==> src/rtl/hue_pkg.sv <==
// hue_pkg: hue phase encoding, phase sequencing and per-phase channel selects
package hue_pkg;
  typedef enum logic [2:0] {
    GREEN_INC = 3'd0,
    RED_DEC   = 3'd1,
    BLUE_INC  = 3'd2,
    GREEN_DEC = 3'd3,
    RED_INC   = 3'd4,
    BLUE_DEC  = 3'd5
  } phase_e;

  localparam logic [1:0] CH_ZERO = 2'd0;
  localparam logic [1:0] CH_FULL = 2'd1;
  localparam logic [1:0] CH_UP   = 2'd2;
  localparam logic [1:0] CH_DN   = 2'd3;

  localparam logic [5:0] SEL_GREEN_INC = {CH_FULL, CH_UP,   CH_ZERO};
  localparam logic [5:0] SEL_RED_DEC   = {CH_DN,   CH_FULL, CH_ZERO};
  localparam logic [5:0] SEL_BLUE_INC  = {CH_ZERO, CH_FULL, CH_UP};
  localparam logic [5:0] SEL_GREEN_DEC = {CH_ZERO, CH_DN,   CH_FULL};
  localparam logic [5:0] SEL_RED_INC   = {CH_UP,   CH_ZERO, CH_FULL};
  localparam logic [5:0] SEL_BLUE_DEC  = {CH_FULL, CH_ZERO, CH_DN};

  function automatic logic [2:0] next_phase(input logic [2:0] ph);
    return (ph >= BLUE_DEC) ? GREEN_INC : ph + 3'd1;
  endfunction

  function automatic logic [5:0] chan_sel(input logic [2:0] ph);
    case (ph)
      RED_DEC:   return SEL_RED_DEC;
      BLUE_INC:  return SEL_BLUE_INC;
      GREEN_DEC: return SEL_GREEN_DEC;
      RED_INC:   return SEL_RED_INC;
      BLUE_DEC:  return SEL_BLUE_DEC;
      default:   return SEL_GREEN_INC;
    endcase
  endfunction
endpackage

==> src/rtl/hue_ramp_step_timer.sv <==
// step_timer: ticks every STEP_INTERVAL running cycles, parks on the last count while held
module step_timer #(
  parameter int STEP_INTERVAL = 10000
) (
  input  logic clk,
  input  logic rst_n,
  input  logic run,
  input  logic hold,
  output logic tick
);
  localparam int CW = $clog2(STEP_INTERVAL + 1);
  localparam logic [CW-1:0] LAST = CW'(STEP_INTERVAL - 1);
  logic [CW-1:0] cnt;
  assign tick = run && !hold && cnt == LAST;
  // advance while running; a held tick waits on LAST so no step is lost
  always_ff @(posedge clk or negedge rst_n)
    if (!rst_n) cnt <= '0;
    else if (run) cnt <= tick ? '0 : (cnt == LAST ? cnt : cnt + 1'b1);
endmodule

==> src/rtl/hue_ramp.sv <==
// hue_ramp: six-phase RGB hue ramp producing duty triples over a valid/ready handshake
module hue_ramp
  import hue_pkg::*;
#(
  parameter int PWM_INTERVAL  = 1200,
  parameter int DUTY_STEP     = 6,
  parameter int STEP_INTERVAL = 10000,
  localparam int W = $clog2(PWM_INTERVAL + 1)
) (
  input  logic         clk,
  input  logic         rst_n,
  input  logic         enable,
  output logic [W-1:0] duty_r,
  output logic [W-1:0] duty_g,
  output logic [W-1:0] duty_b,
  output logic         duty_valid,
  input  logic         duty_ready,
  output logic [2:0]   phase,
  output logic         wrap
);
  localparam logic [W-1:0] F = W'(PWM_INTERVAL);
  localparam logic [W:0] STEP = (W+1)'(DUTY_STEP);
  logic [W-1:0] p, p_nxt;
  logic [W:0] sum;
  logic [2:0] ph_nxt;
  logic [5:0] sel;
  logic tick, stall;
  assign stall = duty_valid && !duty_ready;
  step_timer #(.STEP_INTERVAL(STEP_INTERVAL)) u_timer (
    .clk(clk),
    .rst_n(rst_n),
    .run(enable),
    .hold(stall),
    .tick(tick)
  );
  function automatic logic [W-1:0] chan(input logic [1:0] c, input logic [W-1:0] pos);
    return c == CH_ZERO ? '0 : c == CH_FULL ? F : c == CH_UP ? pos : F - pos;
  endfunction
  // position and phase a step would produce; a full ramp rolls into the next phase at p=0
  always_comb begin
    sum = {1'b0, p} + STEP;
    p_nxt = p == F ? '0 : (sum >= {1'b0, F} ? F : sum[W-1:0]);
    ph_nxt = p == F ? next_phase(phase) : phase;
    sel = chan_sel(ph_nxt);
  end
  // ramp state, registered triple and handshake
  always_ff @(posedge clk or negedge rst_n)
    if (!rst_n) begin
      p <= '0;
      phase <= GREEN_INC;
      duty_r <= F;
      duty_g <= '0;
      duty_b <= '0;
      duty_valid <= 1'b0;
      wrap <= 1'b0;
    end else begin
      wrap <= tick && p == F && phase == BLUE_DEC;
      duty_valid <= tick || stall;
      if (tick) begin
        p <= p_nxt;
        phase <= ph_nxt;
        duty_r <= chan(sel[5:4], p_nxt);
        duty_g <= chan(sel[3:2], p_nxt);
        duty_b <= chan(sel[1:0], p_nxt);
      end
    end
endmodule
==> config.mk <==
export PLATFORM = sky130hd
export DESIGN_NAME = hue_ramp
export DESIGN_NICKNAME = d
export VERILOG_FILES = /design/src/rtl/hue_pkg.sv /design/src/rtl/hue_ramp_step_timer.sv /design/src/rtl/hue_ramp.sv
export SDC_FILE = /design/constraint.sdc
export NUM_CORES = 1
export LEC_CHECK = 0
export CAP_MARGIN = 10
export CORE_ASPECT_RATIO = 0.5
export CORE_MARGIN = 5
export CORE_UTILIZATION = 57
export CTS_CLUSTER_DIAMETER = 80
export DETAILED_ROUTE_END_ITERATION = 10
export GPL_ROUTABILITY_DRIVEN = 1
export PLACE_DENSITY = 0.8
export SYNTH_ARGS = -nofsm -noshare
export SYNTH_HDL_FRONTEND = slang
export SYNTH_SLANG_ARGS = --single-unit
==> constraint.sdc <==
create_clock -name clk -period 5.3 [get_ports clk]
set_input_delay 1.06 -clock clk [delete_from_list [all_inputs] [get_ports clk]]
set_output_delay 1.06 -clock clk [all_outputs]
set_load 0.02 [all_outputs]
# Word level (Yosys, flattened, before mapping)
# Index checks and enable logic that the tools add are counted.
# W data, S select, Z words.
dict set report totals {
  reg_bits 63
  latch_bits 0
  ram_bits 0
  romBits 0
  input_bits 4
  elab_cells 57
  n_memories 0
}
dict set report classes {
  addsub 4
  n_mul 0
  n_div 0
  order_cmp 2
  n_eq_ne 15
  n_shift 0
  muxes 16
  bitwise 0
  n_reduce_logical 12
}
# operator n
set op_table {}
lappend op_table {{$mux W11} 11}
lappend op_table {{$pmux W6 S5} 1}
lappend op_table {{$mux W14} 2}
lappend op_table {{$add A14 B1 Y14 const B} 1}
lappend op_table {{$eq A14 B14 Y1 const B} 1}
lappend op_table {{$add A11 B3 Y12 const B} 1}
lappend op_table {{$ge A12 B11 Y1 const B} 1}
lappend op_table {{$eq A11 B11 Y1 const B} 1}
lappend op_table {{$sub A11 B11 Y11 const A} 1}
lappend op_table {{$eq A3 B3 Y1 const B} 3}
lappend op_table {{$eq A2 B1 Y1 const B} 3}
lappend op_table {{$eq A2 B2 Y1 const B} 3}
lappend op_table {{$eq A3 B2 Y1 const B} 2}
lappend op_table {{$logic_not A2 Y1} 3}
lappend op_table {{$mux W3} 2}
lappend op_table {{$logic_and A1 B1 Y1} 5}
lappend op_table {{$add A3 B1 Y3 const B} 1}
lappend op_table {{$eq A3 B1 Y1 const B} 1}
lappend op_table {{$ge A3 B3 Y1 const B} 1}
lappend op_table {{$logic_not A1 Y1} 2}
lappend op_table {{$ne A2 B2 Y1 const B} 1}
lappend op_table {{$reduce_and A2 Y1} 1}
lappend op_table {{$logic_or A1 B1 Y1} 1}

# Longest topological paths before layout
# Gate-level depths: netlist (run 1).
dict set report depth {
  word_depth 9
  mapped_depth 20
  ltp_nobuf 17
}

# Modules after synthesis
# From an unflattened synthesis (run 1), not the netlist that was laid out.
dict set report unflattened {
  hier_cells 440
  hier_area_um2 4062.6
}
# module n_inst cells_per_inst area_per_inst_um2 seq_area_each_um2
set modules_own_cells {}
lappend modules_own_cells {hue_ramp 1 359 3283.1 1231.2}
lappend modules_own_cells {step_timer 1 81 779.5 350.3}

# Least setup slack after synthesis (run 1)
# OpenSTA, ideal clock, no wires.
dict set report synth_timing {
  path_type {register -> register}
  from {register p[1]}
  to {register duty_b[10]}
  setup_ns 0.074
  arrival_time_ns 3.845
  required_ns 5.226
  slack_ns 1.381
  path_stages_with_launch 20
  n_path_buf 3
  path_cell_list {dfrtp_1 > buf_2 > inv_1 > ha_1 > buf_6 > and4b_1 > a21oi_1 > or3_4 > o21ai_4 > and4_1 > buf_2 > nand2b_1 > ha_1 > and2_1 > a41oi_2 > o211a_4 > o31ai_4 > o21ai_1 > a221o_1 > o21ai_2}
}
dict set report synth_between {
  elab_chain_cells 8
}
# item line_no
set synth_lines {}
lappend synth_lines {{start, declared} hue_ramp.sv:23} ;# logic [W-1:0] p, p_nxt;
lappend synth_lines {{start signal, assigned} hue_ramp.sv:60} ;# p <= p_nxt;
lappend synth_lines {{$add A11 B3 Y12 or $eq A11 B11 Y1 (tied branches)} {hue_ramp.sv:41, hue_ramp.sv:42, hue_ramp.sv:43}}
lappend synth_lines {{$ge A12 B11 Y1 or $mux W3 (tied branches)} {hue_ramp.sv:42, hue_ramp.sv:43}}
lappend synth_lines {{$mux W11 (tied with other cells)} hue_ramp.sv:42} ;# p_nxt = p == F ? '0 : (sum >= {1'b0, F} ? F : sum[W-1:0]);
lappend synth_lines {{$mux W11 or $pmux W6 S5 (tied branches)} {hue_ramp.sv:42, hue_pkg.sv:29}}
lappend synth_lines {{$sub A11 B11 Y11 or $eq A2 B2 Y1 (tied branches)} hue_ramp.sv:37} ;# return c == CH_ZERO ? '0 : c == CH_FULL ? F : c == CH_UP ? pos : F - pos;
lappend synth_lines {{$mux W11 (2 in series)} hue_ramp.sv:37}
lappend synth_lines {{$mux W11 *} hue_ramp.sv:37}
lappend synth_lines {{end signal, assigned} hue_ramp.sv:64} ;# duty_b <= chan(sel[1:0], p_nxt);
lappend synth_lines {{end, declared} hue_ramp.sv:15} ;# output logic [W-1:0] duty_b,
# Every way passes the cells marked *; elsewhere a longest branch is shown, timed or not.
# A chain may end at the register's enable or synchronous reset.

# Worst setup path after layout (run 1)
# Ends and elaborated chain as after synthesis.

==> key figures, run 1 <==
Placement
  – Post-DP HPWL: 6840 um
  – Gp weighted congestion: 0.930
  – # port buffers: 41

Yosys
  – Syn Area/Cell: 8.92 um2
  – Top-count cell post-synth: nand2_1
  – Main synth FF type: dfrtp_1
  – Top post-synthesis cells by count: nand2_1 (76), dfrtp_1 (59), o21ai_0 (35)
  – Ys Warns: 0
  – Top cells by area, synth: dfrtp_1 (37%), nand2_1 (7.1%), xnor2_1 (5.5%)
  – Async S/R FF share, synth: 100%
  – Complex-gate fraction of the synthesized area: 20.6%
  – FF+latch count, synth: 63
  – Register area share after synthesis: 39.6%
  – Library cells used by synthesis: 73
  – Main combinational cell family by area after synthesis: simple AND/OR/NAND/NOR gates
  – Post-synthesis instance area: 0.00400 mm2
  – Post-synth top area share: 36.9%
  – Post-Synth XOR/XNOR Area: 7.89%
  – Dominant cell type by area after synthesis: dfrtp_1
  – Simple-gate share of the synthesized area: 23.5%
  – Post-synthesis adder-cell area fraction: 2.50%
  – Post-synth EDFFs: 0
  – Multiplexer area fraction after synthesis: 2.00%
  – Post-Syn Instances: 448
  – Mapped Nets: 460

Timing
  – Final worst path period need: 4.52 ns
  – Final setup violation count: 0
  – Pins over their slew limit: 0
  – Post-route setup TNS: 0 ns
  – RSZ-0062 raised after global routing: no
  – Tcrit/Tclk final: 85.3%
  – Slew @ Worst Pin: 0.992 ns
  – Max-slew headroom: 33.7%
  – Endpoints failing hold: 0
  – Clk_skew: 0.00757 ns
  – Fmax achieved: 0.221 GHz

Clock network
  – Max Root-Sink Buffers: 2
  – Clock Latency Late Sink: 0.34 ns
  – TritonCTS Buffers: 9
  – Hold buffers post-CTS: 0
  – H-tree depth: 3
  – Reg clk slew, reported paths: 0.06 ns
  – Post-CTS Setup Inserts: 0
  – CTS tree: done
  – Root buf cell: clkbuf_16
  – Clk sinks: 63
  – CTS resizes: 0

Min path
  – HP Class: reg -> reg

Die
  – Core area: 0.00675 mm2
  – Starting Density: 59.2%
  – DIE HEIGHT: 69.2 um
  – Die area: 0.00889 mm2
  – Die Width: 128 um
  – Rows: 21
  – Ports: 42

Critical path
  – Crit end category: flop
  – Crit path max fanout: 13
  – Critical Path Start Type: flop
  – Worst-path cell with the longest stage delay: and4_1
  – Cell mode on critical path: ha_1
  – Worst EP arrival: 4.78 ns
  – Worst-path cell chain: inv_1 > ha_1 > and4b_1 > a21oi_1 > or3_4 > o21ai_4 > and4_1 > nand2b_1 > ha_1 > and2_1 > a41oi_2 > o211a_4 > o31ai_4 > o21ai_1 > a221o_1 > o21ai_2
  – Max stage delay on crit path: 0.53 ns
  – Crit Path Class: reg -> reg
  – Critical Path RT: 5.56 ns

Cells and area
  – FF+latch area: 0.00158 mm2
  – Fillcell total: 518
  – Layout Nets: 491
  – Area Growth Syn to Fin: 18.6%
  – Diode count: 0
  – Multi-input logic area: 0.00226 mm2
  – Fin util: 70.2%
  – Share of cells above drive strength 1: 12.6%

Route
  – WL final: 9860 um
  – Drt via density: 5.91
  – Number of DRC markers in iteration 0: 249
  – DRC viols: 0
  – Drt pass-1 iters: 5
  – Post-DR wirelength/cell: 17.1 um
  – Via count: 3404
  – Final ANT Viol Nets: 0

Global routing
  – GRT overflow: 0
  – GRT Util Overall: 23.6%
  – Vias in the first global route: 3277
  – Initial antenna violation count: 0
  – First-pass GRT wire length: 16600 um
  – Largest net degree at the start of global routing: 64

Power and ir drop
  – Pwr Density: 298 mW/mm2
  – Leak: 2.00 nW
  – Maximum VDD drop: 0.000212 V

Outcome
  – Status: complete, no violations

Flow run
  – # Max-Cap Violations: 0
per-layer routing:
metal,up-vias,track usage [%],part of all wire [%]
met4,0,7.06,1.6
met5,-,0,0
met2,130,33.8,42
li1,1625,-,-
met1,1634,33.5,47
met3,15,8.31,8.4
logic make-up after synthesis:
kind of cell,Yosys count
simple gates,186
compound gates,114
flops,63
xor+xnor,36
buf+inv,34
fa+ha+maj,8
mux,7
sequential cells by signal, indices dropped and copies added (netlist names):
signal	cells
u_timer.cnt	14
wrap	1
duty_g	11
phase	3
duty_b	11
p	11
duty_r	11
duty_valid	1
where the power goes:
part / total, mW / switching (mW) / internal, mW
clock network: 0.638 / 0.226 / 0.412
registers: 0.550 / 0.0379 / 0.512
logic: 0.225 / 0.132 / 0.0926
total: 1.41 / 0.396 / 1.02
worst max-delay path: cells and delay by family, from the launching register on:
family | cells | cell delay (ns)
AOI/OAI and AO/OA | 8 | 1.51
DFF | 1 | 0.51
buffers and inverters | 1 | 0.10
adders and majority gates | 2 | 0.60
and+or+nand+nor | 5 | 1.74
cells in the final DEF (no fill, tap or decap), types with 3 or more instances in the layout:
master,n
a21o_1,4
a21oi_1,18
a21oi_2,4
and3_1,8
clkbuf_16,9
clkdlybuf4s50_1,40
dfrtp_1,59
dfstp_2,4
ha_1,8
inv_1,9
mux2i_1,4
nand2_1,76
nand2b_1,9
nand3_1,13
nand3b_1,3
nand4_1,5
nor2_1,32
nor2b_1,6
nor3_1,6
o21a_1,5
o21ai_0,35
o21ai_1,8
o21ai_2,4
o31ai_1,10
or2_2,3
or3_1,3
xnor2_1,25
xor2_1,11
per-stage QoR:
| stage | setup slack, ns | hold slack (ns) | instances | power (mW) | instance area (um2) |
|---|---|---|---|---|---|
| after floorplan | 1.38 | 0.451 | 448 | 0.711 | 4000 |
| after global routing | 0.529 | 0.511 | 576 | 1.47 | 4740 |
| after detailed placement | 0.871 | 0.466 | 560 | 0.778 | 4420 |
| after global placement | 1.03 | 0.466 | 560 | 0.774 | 4420 |
| final | 0.779 | 0.473 | 576 | 1.41 | 4740 |
| after CTS | 0.857 | 0.478 | 576 | 1.42 | 4740 |
worst paths after layout:
path / slack (ns) / startpoint / cells after the start / endpoint
max in group asynchronous: 3.86 / rst_n / 2 / u_timer.cnt[3]
hold / removal: 0.47 / duty_b[2] / 2 / duty_b[2]
setup / recovery: 0.78 / p[1] / 16 / duty_b[10]
setup reg to reg: 0.78 / p[1] / 16 / duty_b[10]
hold reg to reg: 0.47 / duty_b[2] / 2 / duty_b[2]
min in group asynchronous: 0.90 / rst_n / 2 / duty_g[5]
layout make-up:
cell class	count	share of cell area, %
flip-flops and latches	63	33.4
clock buffers	9	4.75
multi-input cells	351	47.6
repair buffers	43	8.87
well taps	92	2.43
inverters	11	0.871
clock inverters	7	2.06
No activity file was read; power rests on OpenSTA's default activity.
==> run 2: changes to the inputs <==
--- a/config.mk
+++ b/config.mk
@@ -6,7 +6,7 @@
 export NUM_CORES = 1
 export LEC_CHECK = 0
 export CAP_MARGIN = 10
-export CORE_ASPECT_RATIO = 0.5
+export CORE_ASPECT_RATIO = 0.8
 export CORE_MARGIN = 5
 export CORE_UTILIZATION = 57
 export CTS_CLUSTER_DIAMETER = 80
==> key figures, run 2 (synthesized netlist as in run 1, its figures left out) <==
Critical path
  – R2R Setup Slk: 0.79 ns (+0.02 ns)
  – Critical Path RT: 5.57 ns (about the same)
  – Crit Path Class: reg -> reg
  – Crit path max fanout: 13 (unchanged)
  – Crit end category: flop
  – Cell mode on critical path: ha_1
  – Worst Path Buf+Inv: 1 (unchanged)
  – Critical Path Start Type: flop
  – Worst-path cell with the longest stage delay: dfrtp_1
  – Worst EP arrival: 4.78 ns (about the same)
  – Max stage delay on crit path: 0.53 ns (about the same)
  – Worst reg2reg path depth: 16 (unchanged)
  – Worst-path cell chain: inv_1 > ha_1 > and4b_1 > a21oi_1 > or3_4 > o21ai_4 > and4_1 > nand2b_1 > ha_1 > and2_1 > a41oi_2 > o211a_4 > o31ai_4 > o21ai_1 > a221o_1 > o21ai_2
  – Worst reg2reg endpoint: duty_b[10]
  – Delay-heaviest family, CP: simple AND/OR/NAND/NOR gates
  – Worst reg2reg startpoint: p[1]

Route
  – DRC viols: 0 (unchanged)
  – Via count: 3355 (-1.4%)
  – Number of DRC markers in iteration 0: 214 (-14%)
  – Drt via density: 5.88 (-0.58%)
  – Drt pass-1 iters: 5 (unchanged)
  – WL final: 9640 um (-2.3%)
  – Post-DR wirelength/cell: 16.9 um (-1.4%)
  – Final ANT Viol Nets: 0 (unchanged)

Clock network
  – Post-CTS Setup Inserts: 0 (unchanged)
  – Hold buffers post-CTS: 0 (unchanged)
  – CTS tree: done
  – CTS resizes: 0 (unchanged)
  – Clk sinks: 63 (unchanged)
  – Reg clk slew, reported paths: 0.07 ns (about the same)
  – Root buf cell: clkbuf_8
  – H-tree depth: 3 (unchanged)
  – TritonCTS Buffers: 9 (unchanged)
  – Max Root-Sink Buffers: 2 (unchanged)
  – Clock Latency Late Sink: 0.35 ns (about the same)

Placement
  – Dpl ws: 0.849 ns (-0.0212 ns)
  – Post-DP HPWL: 6800 um (-0.63%)
  – Gp weighted congestion: 0.871 (-6.3%)
  – # port buffers: 41 (unchanged)
  – Cell count after placement: 555 (-0.89%)

Cells and area
  – Layout Nets: 491 (unchanged)
  – Final Non-Filler Cells: 571 (-0.87%)
  – Fillcell total: 561 (+8.3%)
  – Most frequent cells in the layout: nand2_1 (76), dfrtp_1 (59), clkdlybuf4s50_1 (40)
  – Share of cells above drive strength 1: 12.4% (-0.21 points)
  – Commonest non-fill, non-tap cell in the layout: nand2_1
  – Diode count: 0 (unchanged)
  – Fin util: 67.0% (-3.1 points)
  – Area Growth Syn to Fin: 15.1%
  – Max reg flops: 14 (unchanged)
  – Largest register by flop count: u_timer.cnt

Timing
  – Post-route setup slack: 0.795 ns (+0.0156 ns)
  – Slew @ Worst Pin: 1.02 ns (+0.0231 ns)
  – Post-route setup TNS: 0 ns (unchanged)
  – Clk_skew: 0.00977 ns (+0.00220 ns)
  – Max-slew headroom: 32.2% (-1.5 points)
  – Fmax achieved: 0.222 GHz (+0.35%)
  – RSZ-0062 raised after global routing: no
  – Pins over their slew limit: 0 (unchanged)
  – Final worst path period need: 4.51 ns (-0.0156 ns)
  – Endpoints failing hold: 0 (unchanged)
  – Tcrit/Tclk final: 85.0% (-0.29 points)
  – Final setup violation count: 0 (unchanged)

Flow run
  – # Max-Cap Violations: 0 (unchanged)

Outcome
  – Status: complete, no violations

Power and ir drop
  – Clock power share: 34.7% (-10 points)
  – Leak: 1.94 nW (-2.8%)
  – Seq pwr share: 46.4% (+7.4 points)
  – Pint: 0.820 mW (-19%)
  – Switch share: 30.8% (+2.7 points)
  – Net Sw Power: 0.364 mW (-8.0%)
  – Maximum VDD drop: 0.000184 V (-13%)
  – Post-route total power: 1.18 mW (-16%)
  – Combinational group share of total power: 18.8% (+2.9 points)
  – Pwr Density: 257 mW/mm2 (-14%)

Global routing
  – Largest net degree at the start of global routing: 64 (unchanged)
  – GRT overflow: 0 (unchanged)
  – GRT Util Overall: 22.6% (-0.95 points)
  – Vias in the first global route: 3220 (-1.7%)
  – First-pass GRT wire length: 16300 um (-1.8%)
  – Initial antenna violation count: 0 (unchanged)

Die
  – Die area: 0.00880 mm2 (-1.0%)
  – Die Width: 104 um (-19%)
  – Core area: 0.00686 mm2 (+1.6%)
  – Rows: 27 (+29%)
  – DIE HEIGHT: 84.9 um (+23%)
  – Ports: 42 (unchanged)
  – Starting Density: 58.3% (-0.91 points)

Min path
  – HP Class: reg -> reg
  – Min-delay src: duty_b[9]
  – Worst Hold Path EP: duty_b[9]
  – Hold path cells: 2 (unchanged)
==> run 2: cell types whose count changed in the layout (fill, tap and decap cells not counted) <==
cell,previous run,this run
clkinv_4,2,1
clkbuf_16,9,0
clkinvlp_4,2,1
clkbuf_8,0,9
bufinv_16,2,1
clkbuf_1,0,1
clkinv_2,1,3
==> run 2: stage by stage <==
step                hold slack [ns]  instance area (um2)
finish                        0.479                 4600
detailed placement            0.466                 4410
global placement              0.462                 4410
floorplan                     0.451                 4000
CTS                           0.482                 4600
global route                  0.500                 4600
==> run 2: worst max path at each step <==
stage | from | end | slack, ns | cells after the start
2_1_floorplan | p[1] | duty_b[10] | 1.38 | 19
3_3_place_gp | p[1] | duty_b[10] | 1.08 | 16
3_5_place_dp | p[1] | duty_b[10] | 0.85 | 16
4_1_cts | p[1] | duty_b[10] | 0.83 | 16
5_1_grt | p[1] | duty_b[10] | 0.51 | 16
6_report | p[1] | duty_b[10] | 0.79 | 16
==> run 2: power by group through the flow <==
stage | sequential [mW] | combinational [mW] | clock [mW]
after floorplan | 0.554 | 0.157 | 0
after global placement | 0.556 | 0.217 | 0
after detailed placement | 0.558 | 0.221 | 0
after CTS | 0.549 | 0.222 | 0.416
after global routing | 0.555 | 0.245 | 0.443
final | 0.550 | 0.223 | 0.411
==> run 2: worst min-delay path, cell delays in order, from the launching register on <==
cell and delay (ns):
dfrtp_1 0.35, nand2_1 0.05, o31ai_1 0.05
==> run 2: routing by layer <==
| metal | track usage, % | share of wire [%] | vias to the layer above |
|---|---|---|---|
| met5 | 0 | 0 | - |
| met3 | 5.86 | 7.8 | 15 |
| met4 | 6.56 | 1.1 | 0 |
| li1 | - | - | 1623 |
| met1 | 32.6 | 48 | 1571 |
| met2 | 33.7 | 43 | 146 |
==> run 2: area by class of cell <==
cell class | instances | area (um2) | area share (%)
multi-input cells | 351 | 2260 | 49.1
flip-flops and latches | 63 | 1580 | 34.4
clock buffers | 10 | 128 | 2.78
well taps | 87 | 109 | 2.37
inverters | 11 | 41.3 | 0.898
repair buffers | 43 | 420 | 9.14
clock inverters | 6 | 61.3 | 1.33
